--- config.mk ---
export PLATFORM = sky130hd
export DESIGN_NAME = div32_seq
export DESIGN_NICKNAME = d
export VERILOG_FILES = /design/src/rtl/div32_seq.sv
export SDC_FILE = /design/constraint.sdc
export NUM_CORES = 1
export LEC_CHECK = 0
export CAP_MARGIN = 20
export CORE_MARGIN = 1.5
export CORE_UTILIZATION = 59
export DETAILED_ROUTE_END_ITERATION = 8
export PLACE_DENSITY = 0.9
export SLEW_MARGIN = 20
export SYNTH_ARGS = -nofsm -noshare
export SYNTH_HDL_FRONTEND = slang
export SYNTH_SLANG_ARGS = --single-unit
--- constraint.sdc ---
create_clock -name i_clk -period 4.6 [get_ports i_clk]
set_clock_uncertainty 0.1 [all_clocks]
set_input_delay 1.38 -clock i_clk [delete_from_list [all_inputs] [get_ports i_clk]]
set_output_delay 1.38 -clock i_clk [all_outputs]
set_load 0.05 [all_outputs]
--- src/rtl/div32_seq.sv ---
// Sequential restoring divider: LO = A / B, HI = A % B, one quotient bit per clock.
// Optional macro DIV32_EARLY_TERM_EN: B==0 or A<B completes on the accepting edge.
module div32_seq #(
   parameter int WIDTH = 32,
   parameter int CNT_W = 6
) (
   input  logic             i_clk,
   input  logic             i_rst,
   input  logic             i_start,
   input  logic [WIDTH-1:0] i_a,
   input  logic [WIDTH-1:0] i_b,
   output logic             o_busy,
   output logic             o_done,
   output logic [WIDTH-1:0] o_hi,
   output logic [WIDTH-1:0] o_lo
);

   typedef enum logic [1:0] {S_IDLE, S_RUN, S_DONE} state_t;

   state_t           r_state, w_next;
   logic [WIDTH-1:0] r_q, r_d, r_r, r_hi, r_lo;
   logic [CNT_W-1:0] r_cnt;

   logic             w_accept, w_early, w_last, w_ge;
   logic [WIDTH:0]   w_rs, w_diff;
   logic [WIDTH-1:0] w_rem, w_quo;

   assign w_accept = i_start && (r_state != S_RUN);
   assign w_last   = (r_cnt == CNT_W'(WIDTH-1));

`ifdef DIV32_EARLY_TERM_EN
   assign w_early = (i_b == '0) || (i_a < i_b);
`else
   assign w_early = 1'b0;
`endif

   // Partial remainder stays below D, so the shifted value fits WIDTH+1 bits and
   // the top bit of the difference is a clean borrow (no-borrow means R' >= D).
   assign w_rs   = {r_r, r_q[WIDTH-1]};
   assign w_diff = w_rs - {1'b0, r_d};
   assign w_ge   = ~w_diff[WIDTH];
   assign w_rem  = w_ge ? w_diff[WIDTH-1:0] : w_rs[WIDTH-1:0];
   assign w_quo  = {r_q[WIDTH-2:0], w_ge};

   always_ff @(posedge i_clk) begin
      if (i_rst) r_state <= S_IDLE;
      else       r_state <= w_next;
   end

   always_comb begin
      w_next = r_state;
      case (r_state)
         S_IDLE: if (w_accept) w_next = w_early ? S_DONE : S_RUN;
         S_RUN:  if (w_last)   w_next = S_DONE;
         S_DONE: begin
            if (w_accept) w_next = w_early ? S_DONE : S_RUN;
            else          w_next = S_IDLE;
         end
         default: w_next = S_IDLE;
      endcase
   end

   always_ff @(posedge i_clk) begin
      if (i_rst) begin
         r_q   <= '0;
         r_d   <= '0;
         r_r   <= '0;
         r_cnt <= '0;
         r_hi  <= '0;
         r_lo  <= '0;
      end else if (w_accept) begin
         r_q   <= i_a;
         r_d   <= i_b;
         r_r   <= '0;
         r_cnt <= '0;
         if (w_early) begin
            r_hi <= i_a;
            r_lo <= (i_b == '0) ? '1 : '0;
         end
      end else if (r_state == S_RUN) begin
         r_r   <= w_rem;
         r_q   <= w_quo;
         r_cnt <= r_cnt + CNT_W'(1);
         if (w_last) begin
            r_hi <= w_rem;
            r_lo <= w_quo;
         end
      end
   end

   assign o_busy = (r_state == S_RUN);
   assign o_done = (r_state == S_DONE);
   assign o_hi   = r_hi;
   assign o_lo   = r_lo;

endmodule
After elaboration in Yosys (flattened, before gate mapping)
Index checks and enable logic that the tools add are counted.
- reduce and logical (&&, ||, !) cells: 6
- muxes and demuxes: 7
- multipliers: 0
- bitwise gates (word level): 2
- equal/unequal tests: 6
- shifts and indexed selects: 0
- order comparisons: 0
- div/mod/pow operators: 0
- add/sub/neg operators: 2
- operator list (operator ; count):
    $mux W32 ; 3
    $sub A33 B32 Y33 ; 1
    $add A6 B1 Y6 const B ; 1
    $eq A6 B5 Y1 const B ; 1
    $pmux W2 S3 ; 1
    $mux W2 ; 2
    $ne A2 B1 Y1 const B ; 2
    $reduce_and A3 Y1 ; 1
    $eq A2 B1 Y1 const B ; 1
    $eq A2 B2 Y1 const B ; 1
    $logic_not A2 Y1 ; 1
    $ne A2 B2 Y1 const B ; 1
    $not A1 Y1 ; 2
    $reduce_and A2 Y1 ; 1
    $reduce_bool A2 Y1 ; 1
    $reduce_or A2 Y1 ; 1
    $logic_and A1 B1 Y1 ; 1
    $mux W1 ; 1
- memories: 0
- latch bits: 0
- register bits: 168
- bits in writable memories: 0
- word-level logic and storage cells: 30
- memory bits (read-only): 0

Longest topological paths before layout
Gate-level depths: netlist of the first run.
- word-level depth: 4
- depth in mapped cells: 13
- mapped depth without buffers: 11

Least setup slack after synthesis of the first run
OpenSTA, ideal clock, no wires.
- kind: register to register
- from: register r_q[31]
- to: register r_r[15]
- library setup time: 159 ps
- path buffers: 1
- data arrival time: 2785 ps
- cell stages (with the launch flop): 13
- setup slack: 1556 ps
- required time: 4341 ps
- path through: dfxtp_1 inv_1 ha_1 fa_1 or2b_1 a21oi_2 o21ai_1 a311oi_2 o22ai_2 xnor2_4 buf_12 mux2i_1 a21oi_1
- word-level cells in the longest chain between the ends: 2
- RTL lines (item ; RTL line ; text):
    start, declared ; 21 ; logic [WIDTH-1:0] r_q, r_d, r_r, r_hi, r_lo;
    start signal, assigned ; 72 ; r_q <= i_a;
    start signal, assigned ; 82 ; r_q <= w_quo;
    $sub A33 B32 Y33 ; 40 ; assign w_diff = w_rs - {1'b0, r_d};
    $mux W32 ; 42 ; assign w_rem = w_ge ? w_diff[WIDTH-1:0] : w_rs[WIDTH-1:0];
    end signal, assigned ; 81 ; r_r <= w_rem;
    end, declared ; 21 ;
Every way passes these cells.
A chain may end at the register's enable or synchronous reset.

Worst setup path after layout of the first run
- from: register r_q[31]
- to: register r_hi[6], in the netlist o_hi[6]
- word-level cells in the longest chain between the ends: 2
- RTL lines (item ; RTL line ; text):
    $sub A33 B32 Y33 ; 40 ;
    $mux W32 ; 42 ;
    end signal, assigned ; 77 ; r_hi <= i_a;
    end signal, assigned ; 85 ; r_hi <= w_rem;
    end, declared ; 21 ;
Every way passes these cells.

==> results.ini, run 1 <==
[run_status]
status=finished, final reports clean

[layout]
drive_above_1_share=0.0498
final_common_cell=nand2_1
layout.area.seq_um2=3360
multi_input_area_um2=4730
synthToLayoutAreaGrowth_pct=22.6
num-fill-cells=1029
layout_common_cells=nand2_1, dfxtp_1, clkdlybuf4s50_1
n_antenna_cell=0
utilization=0.750
nNetsFinal=1253

[pwr]
power-per-cell-area_nw_per_um2=415
peakVddDrop_mv=0.297
p_leak_nw=4.09
power_mw=4.37

[place]
place.gp.congestion=0.930
dpl_worst_slack_ps=939
hpwl_mm=15.2
io_buffers=132

[setup_path]
critPathCaptureType=flop
cp.required_ps=4770
critical_path_peak_fanout=24
criticalPathCategory=flop to flop
cp_data_arrival_time_ps=3990
cp-start-kind=flop

[grt]
grt_pass1_vias=7578
gr-usage-met2=0.508
grt_max_degree=87
grt_use_met1=0.386
met3_usage=0.0554
antenna_found_initial=0
grt_use_total=0.306
grt_most_used_layer=met2
globalRoute.totalOverflow=0
grt_pass1_wl_mm=36.7

[timing]
relSlewSlack=0.333
hold_viol_final=0
setup_ws_ps=781
tns_ps=0
fin_hold_ws_ps=353
setup_violations=0
fin_crit_ps=3820
min_period_over_period=0.830
final_max_slew_viol_count=0
worst_pin_slew_ps=997
max_freq_mhz=262
rsz0062_at_grt=false

[floorplanning]
die_w_um=124
core_area_um2=14000
rows=43
die_area_um2=15300
io_pins=133
start_util=0.612
die_y_um=124

[yosys]
netlist_instances=1064
synth_compound_gate_area_share=0.213
synthAdderAreaFrac=0.0504
synthMuxAreaShare=0.0664
synthSimpleGateAreaFrac=0.188
ys.flop_type=dfxtp_1
netlist_area_um2=8590
ys_types=56
synthXorXnorAreaFrac=0.0318
syn_nets=1165
syn_avg_cell_area_um2=8.07
ys_async_sr_fraction=0
ys_warn_count=0
synth_edf_count=0
ys_seq_area_frac=0.392
ys_ff_latch=168
synth_top_family_by_area=compound AO/OA/AOI/OAI gates

[clocking]
cts_resized=0
cts_buffer_depth=2
h-tree-depth=4
clkSlewWorstSetupHoldPaths_ps=70
cts_buffers=17
root_buffer=clkbuf_16
cts_setup_buffers=0
hold_buffers=0
clk_latency_ps=440
cts_sinks=168
cts_tree=yes

[drt]
first_iter_violations=765
viasPerCell=6.07
post-route-drc-count=0
dr.pass1.iters=6
wire_per_inst_um=17.1
vias=8161
finalWirelength_mm=23.0
drtAntennaViolNets=0

[worst_hold_path]
hp-class=flop to flop

[flow_run]
drv_cap=0

## cell usage after synthesis (all sizes together) (3+ instances only)
cell type / count / area [um^2]
a211oi: 67 / 518
inv: 41 / 154
nand4: 15 / 93.8
nor2: 91 / 342
and3: 11 / 68.8
a31oi: 9 / 56.3
mux2i: 57 / 571
and2: 3 / 18.8
nor3: 16 / 80.1
xor2: 16 / 140
nand3: 28 / 140
o21ai: 47 / 235
o41ai: 3 / 26.3
o211ai: 6 / 45.0
a21oi: 114 / 574
nand2: 173 / 649
ha: 33 / 413
nor4: 5 / 31.3
dfxtp: 168 / 3360
o2111ai: 3 / 26.3
o21a: 4 / 30.0
a41oi: 7 / 61.3
nand2b: 6 / 37.5
clkbuf: 60 / 225
xnor2: 13 / 133
buf: 15 / 126
or4: 4 / 30.0
or3: 7 / 43.8
a21o: 13 / 97.6
o31ai: 8 / 60.1
## through the flow
step | cells | instance area (um^2)
after detailed placement | 1313 | 9870
after CTS | 1345 | 10500
after global placement | 1313 | 9870
after global routing | 1345 | 10500
after floorplan | 1064 | 8590
final | 1345 | 10500
## logic make-up (layout without fill, tap and decap cells)
logic type | after synthesis | after routing
AO/OA/AOI/OAI | 291 | 291
XOR/XNOR | 29 | 29
AND/OR/NAND/NOR | 369 | 369
flip-flops | 168 | 168
adder cells (fa/ha/maj) | 34 | 34
buffers and inverters | 116 | 217
multiplexers | 57 | 57
## final timing paths
kind                               from       to  slack (ps)  cells after the start
worst max-delay path            r_q[31]  o_hi[6]         780                     12
worst min-delay path            o_lo[7]  o_lo[7]         350                      2
worst min register to register  o_lo[7]  o_lo[7]         350                      2
worst max register to register  r_q[31]  o_hi[6]         780                     12
## cell type report
class	count	share of cell area
inverter	41	0.0146
clock buffer	18	0.0417
clock inverter	14	0.0202
multi-input combinational	780	0.449
timing repair buffer	144	0.133
sequential	168	0.320
tap	180	0.0214
## state kept, by name (all words and copies together), names as in the netlist
signal	cells
o_hi	32
o_lo	32
r_d	32
r_q	32
r_r	32
r_cnt	6
r_state	2
## routing by layer
layer | wire, um | vias up
li1 | - | 3950
met1 | 9720 | 3803
met2 | 11100 | 325
met3 | 1320 | 83
met4 | 935 | 0
met5 | 0 | -
## report_power, final
group | internal, mW | switching (mW)
Sequential | 1.52 | 0.0588
Combinational | 0.476 | 0.726
Clock | 0.941 | 0.649
## critical path: stages (launching register included)
cell and delay [ps]:
dfxtp_1 380, inv_1 70, ha_1 230, fa_1 420, or2b_1 270, a21oi_2 170, o21ai_1 170, a311oi_2 330
o22ai_2 180, xnor2_4 400, buf_4 440, mux2i_1 330, a211oi_1 130
Note: power is estimated with default switching activity, not from simulation.
==> run 2, diff against run 1 <==
--- a/config.mk
+++ b/config.mk
@@ -7,9 +7,9 @@
 export LEC_CHECK = 0
 export CAP_MARGIN = 20
 export CORE_MARGIN = 1.5
-export CORE_UTILIZATION = 59
+export CORE_UTILIZATION = 49
 export DETAILED_ROUTE_END_ITERATION = 8
-export PLACE_DENSITY = 0.9
+export PLACE_DENSITY = 0.81
 export SLEW_MARGIN = 20
 export SYNTH_ARGS = -nofsm -noshare
 export SYNTH_HDL_FRONTEND = slang
==> constraint.sdc (replaced) <==
create_clock -name i_clk -period 3.2 [get_ports i_clk]
set_clock_uncertainty 0.1 [all_clocks]
set_input_delay 0.96 -clock i_clk [delete_from_list [all_inputs] [get_ports i_clk]]
set_output_delay 0.96 -clock i_clk [all_outputs]
set_load 0.05 [all_outputs]
==> run 2 against run 1 <==
Final cell count is 4.7% higher. Sequential cell count is the same. Largest power group is now registers. Hold slack better by 1.1 ps. Power rose by 40%. Maximum frequency up 24%. Global-route usage fell by 5.3 points. Critical path depth did not move. Setup slack got worse by 670 ps. Clock power rose by 27%. Die area is 20% higher. Non-clock buffer count is 18 higher.
==> results.ini, run 2 (same netlist as run 1, synthesis figures left out) <==
[run_status]
status=finished, final reports clean

[pwr]
p_leak_nw=4.14  ; +1.3%
seqPwrFrac=0.369  ; +0.007
pwr-share-comb=0.303  ; +0.028
p_clk_frac=0.328  ; -0.035
p_sw_frac=0.345  ; +0.0174
power-per-cell-area_nw_per_um2=572  ; +38%
power.switching_mw=2.12  ; +48%
peakVddDrop_mv=0.420  ; +41%
p_int_mw=4.02  ; +37%

[clocking]
hold_buffers=0  ; unchanged
cts_sinks=168  ; unchanged
cts_tree=yes
clk_latency_ps=440  ; about the same
root_buffer=clkbuf_16
clkSlewWorstSetupHoldPaths_ps=70  ; about the same
h-tree-depth=4  ; unchanged
cts_buffers=17  ; unchanged
cts_buffer_depth=2  ; unchanged

[setup_path]
cp_top_family=compound AO/OA/AOI/OAI gates
critical_path_peak_fanout=4  ; -83%
crit_buf_inv=2  ; unchanged
startpoint=r_q[31]
cp-start-kind=flop
critPathCaptureType=flop
criticalPathCategory=flop to flop
cp_data_arrival_time_ps=3340  ; -650 ps
critical_path_depth=12  ; unchanged
critical_path.cell_chain=inv_2 -> ha_4 -> fa_2 -> or2b_1 -> a21oi_2 -> o21ai_2 -> a311oi_2 -> o22ai_4 -> xor2_1 -> buf_4 -> or4_4 -> o311ai_2
cp.required_ps=3450  ; -1320 ps
timing.rr.start=r_q[31]
ff2ff_path_depth=12  ; unchanged
slowest_delay_ps=530  ; +90 ps
cpMaxStageDelayCell=or4_4

[worst_hold_path]
hp-class=flop to flop
whs_path_depth=2  ; unchanged
min_from=o_lo[16]

[layout]
final_common_cell=nand2_1
n_antenna_cell=0  ; unchanged
num-fill-cells=1491  ; +45%
nNetsFinal=1271  ; +1.4%
drive_above_1_share=0.0752  ; +0.0254
layout_common_cells=nand2_1, dfxtp_1, clkdlybuf4s50_1
layout.cells.non_filler=1408  ; +4.7%
synthToLayoutAreaGrowth_pct=25.1

[timing]
worst_pin_slew_ps=732  ; -265 ps
min_period_over_period=0.966  ; +0.136
relSlewSlack=0.511  ; +0.178
tns_ps=0  ; unchanged
hold_viol_final=0  ; unchanged
setup_violations=0  ; unchanged
fin_crit_ps=3090  ; -727 ps
max_freq_mhz=323  ; +24%
final_max_slew_viol_count=0  ; unchanged
rsz0062_at_grt=true

[drt]
wire_per_inst_um=16.2  ; -5.2%
vias=7994  ; -2.0%
drtAntennaViolNets=0  ; unchanged
finalWirelength_mm=22.9  ; -0.76%
first_iter_violations=481  ; -37%
post-route-drc-count=0  ; unchanged
viasPerCell=5.68  ; -6.4%
dr.pass1.iters=5  ; -1

[grt]
grt_use_total=0.253  ; -0.0533
antenna_found_initial=0  ; unchanged
grt_pass1_vias=7479  ; -1.3%
globalRoute.totalOverflow=0  ; unchanged
grt_max_degree=59  ; -32%
grt_pass1_wl_mm=37.0  ; +0.83%

[floorplanning]
io_pins=133  ; unchanged
start_util=0.498  ; -0.113
rows=48  ; +12%
die_w_um=135  ; +9.5%
core_area_um2=17200  ; +23%
die_y_um=135  ; +9.5%
die_area_um2=18300  ; +20%

[flow_run]
drv_cap=0  ; unchanged

[place]
io_buffers=132  ; unchanged
placedCellCount=1371  ; +4.4%
hpwl_mm=15.9  ; +4.6%
place.gp.congestion=0.948  ; +2.0%

==> run 2: routing by layer <==
metal / vias to the layer above / global-route usage / part of all wire
li1: 3971 / - / -
met1: 3753 / 0.331 / 0.45
met2: 224 / 0.423 / 0.48
met3: 46 / 0.0344 / 0.045
met4: 0 / 0.0968 / 0.028
met5: - / 0 / 0
==> run 2: layout make-up <==
cell class	count	area, um^2	share of cell area
clock buffers	17	425	0.0396
repair buffers	162	1570	0.147
well taps	225	282	0.0262
flip-flops and latches	168	3360	0.313
inverters	41	154	0.0143
multi-input cells	780	4790	0.446
clock inverters	15	156	0.0146
==> run 2: power groups by stage <==
stage | logic, mW | clock network [mW] | registers [mW]
6_report | 1.86 | 2.02 | 2.27
5_1_grt | 2.04 | 2.12 | 2.28
4_1_cts | 1.78 | 2.04 | 2.26
3_5_place_dp | 1.76 | 0 | 2.31
3_3_place_gp | 1.74 | 0 | 2.31
2_1_floorplan | 1.36 | 0 | 2.29
==> run 2: metrics by stage <==
step	power [mW]	hold slack, ps	instance area [um^2]	utilization	worst slack [ps]
after floorplan	3.65	336	8590	-	156
after global placement	4.05	342	10100	0.584	107
after detailed placement	4.07	347	10100	0.584	6.29
after CTS	6.08	357	10700	0.618	17.3
after global routing	6.43	374	10700	0.623	-29.3
final	6.14	354	10700	0.623	108
==> run 2: worst paths after layout <==
| kind | end | slack [ps] |
|---|---|---|
| max | o_hi[0] | 110 |
| min | o_lo[16] | 350 |
| max reg2reg | o_hi[0] | 110 |
| min reg2reg | o_lo[16] | 350 |
==> run 2: repair_timing <==
item                                    4_1_cts  5_1_grt
endpoints found under the setup margin        2       60
pin swaps                                     3        6
setup buffers                                 1        4
hold endpoints to repair                      0        0
resized for setup                             2       12
==> run 2: worst reg2reg max path, stage by stage, from the launching register on <==
cell and delay (ps):
dfxtp_2 330, inv_2 40, ha_4 160, fa_2 350
or2b_1 250, a21oi_2 200, o21ai_2 110, a311oi_2 370
o22ai_4 150, xor2_1 160, buf_4 160, or4_4 530
o311ai_2 90
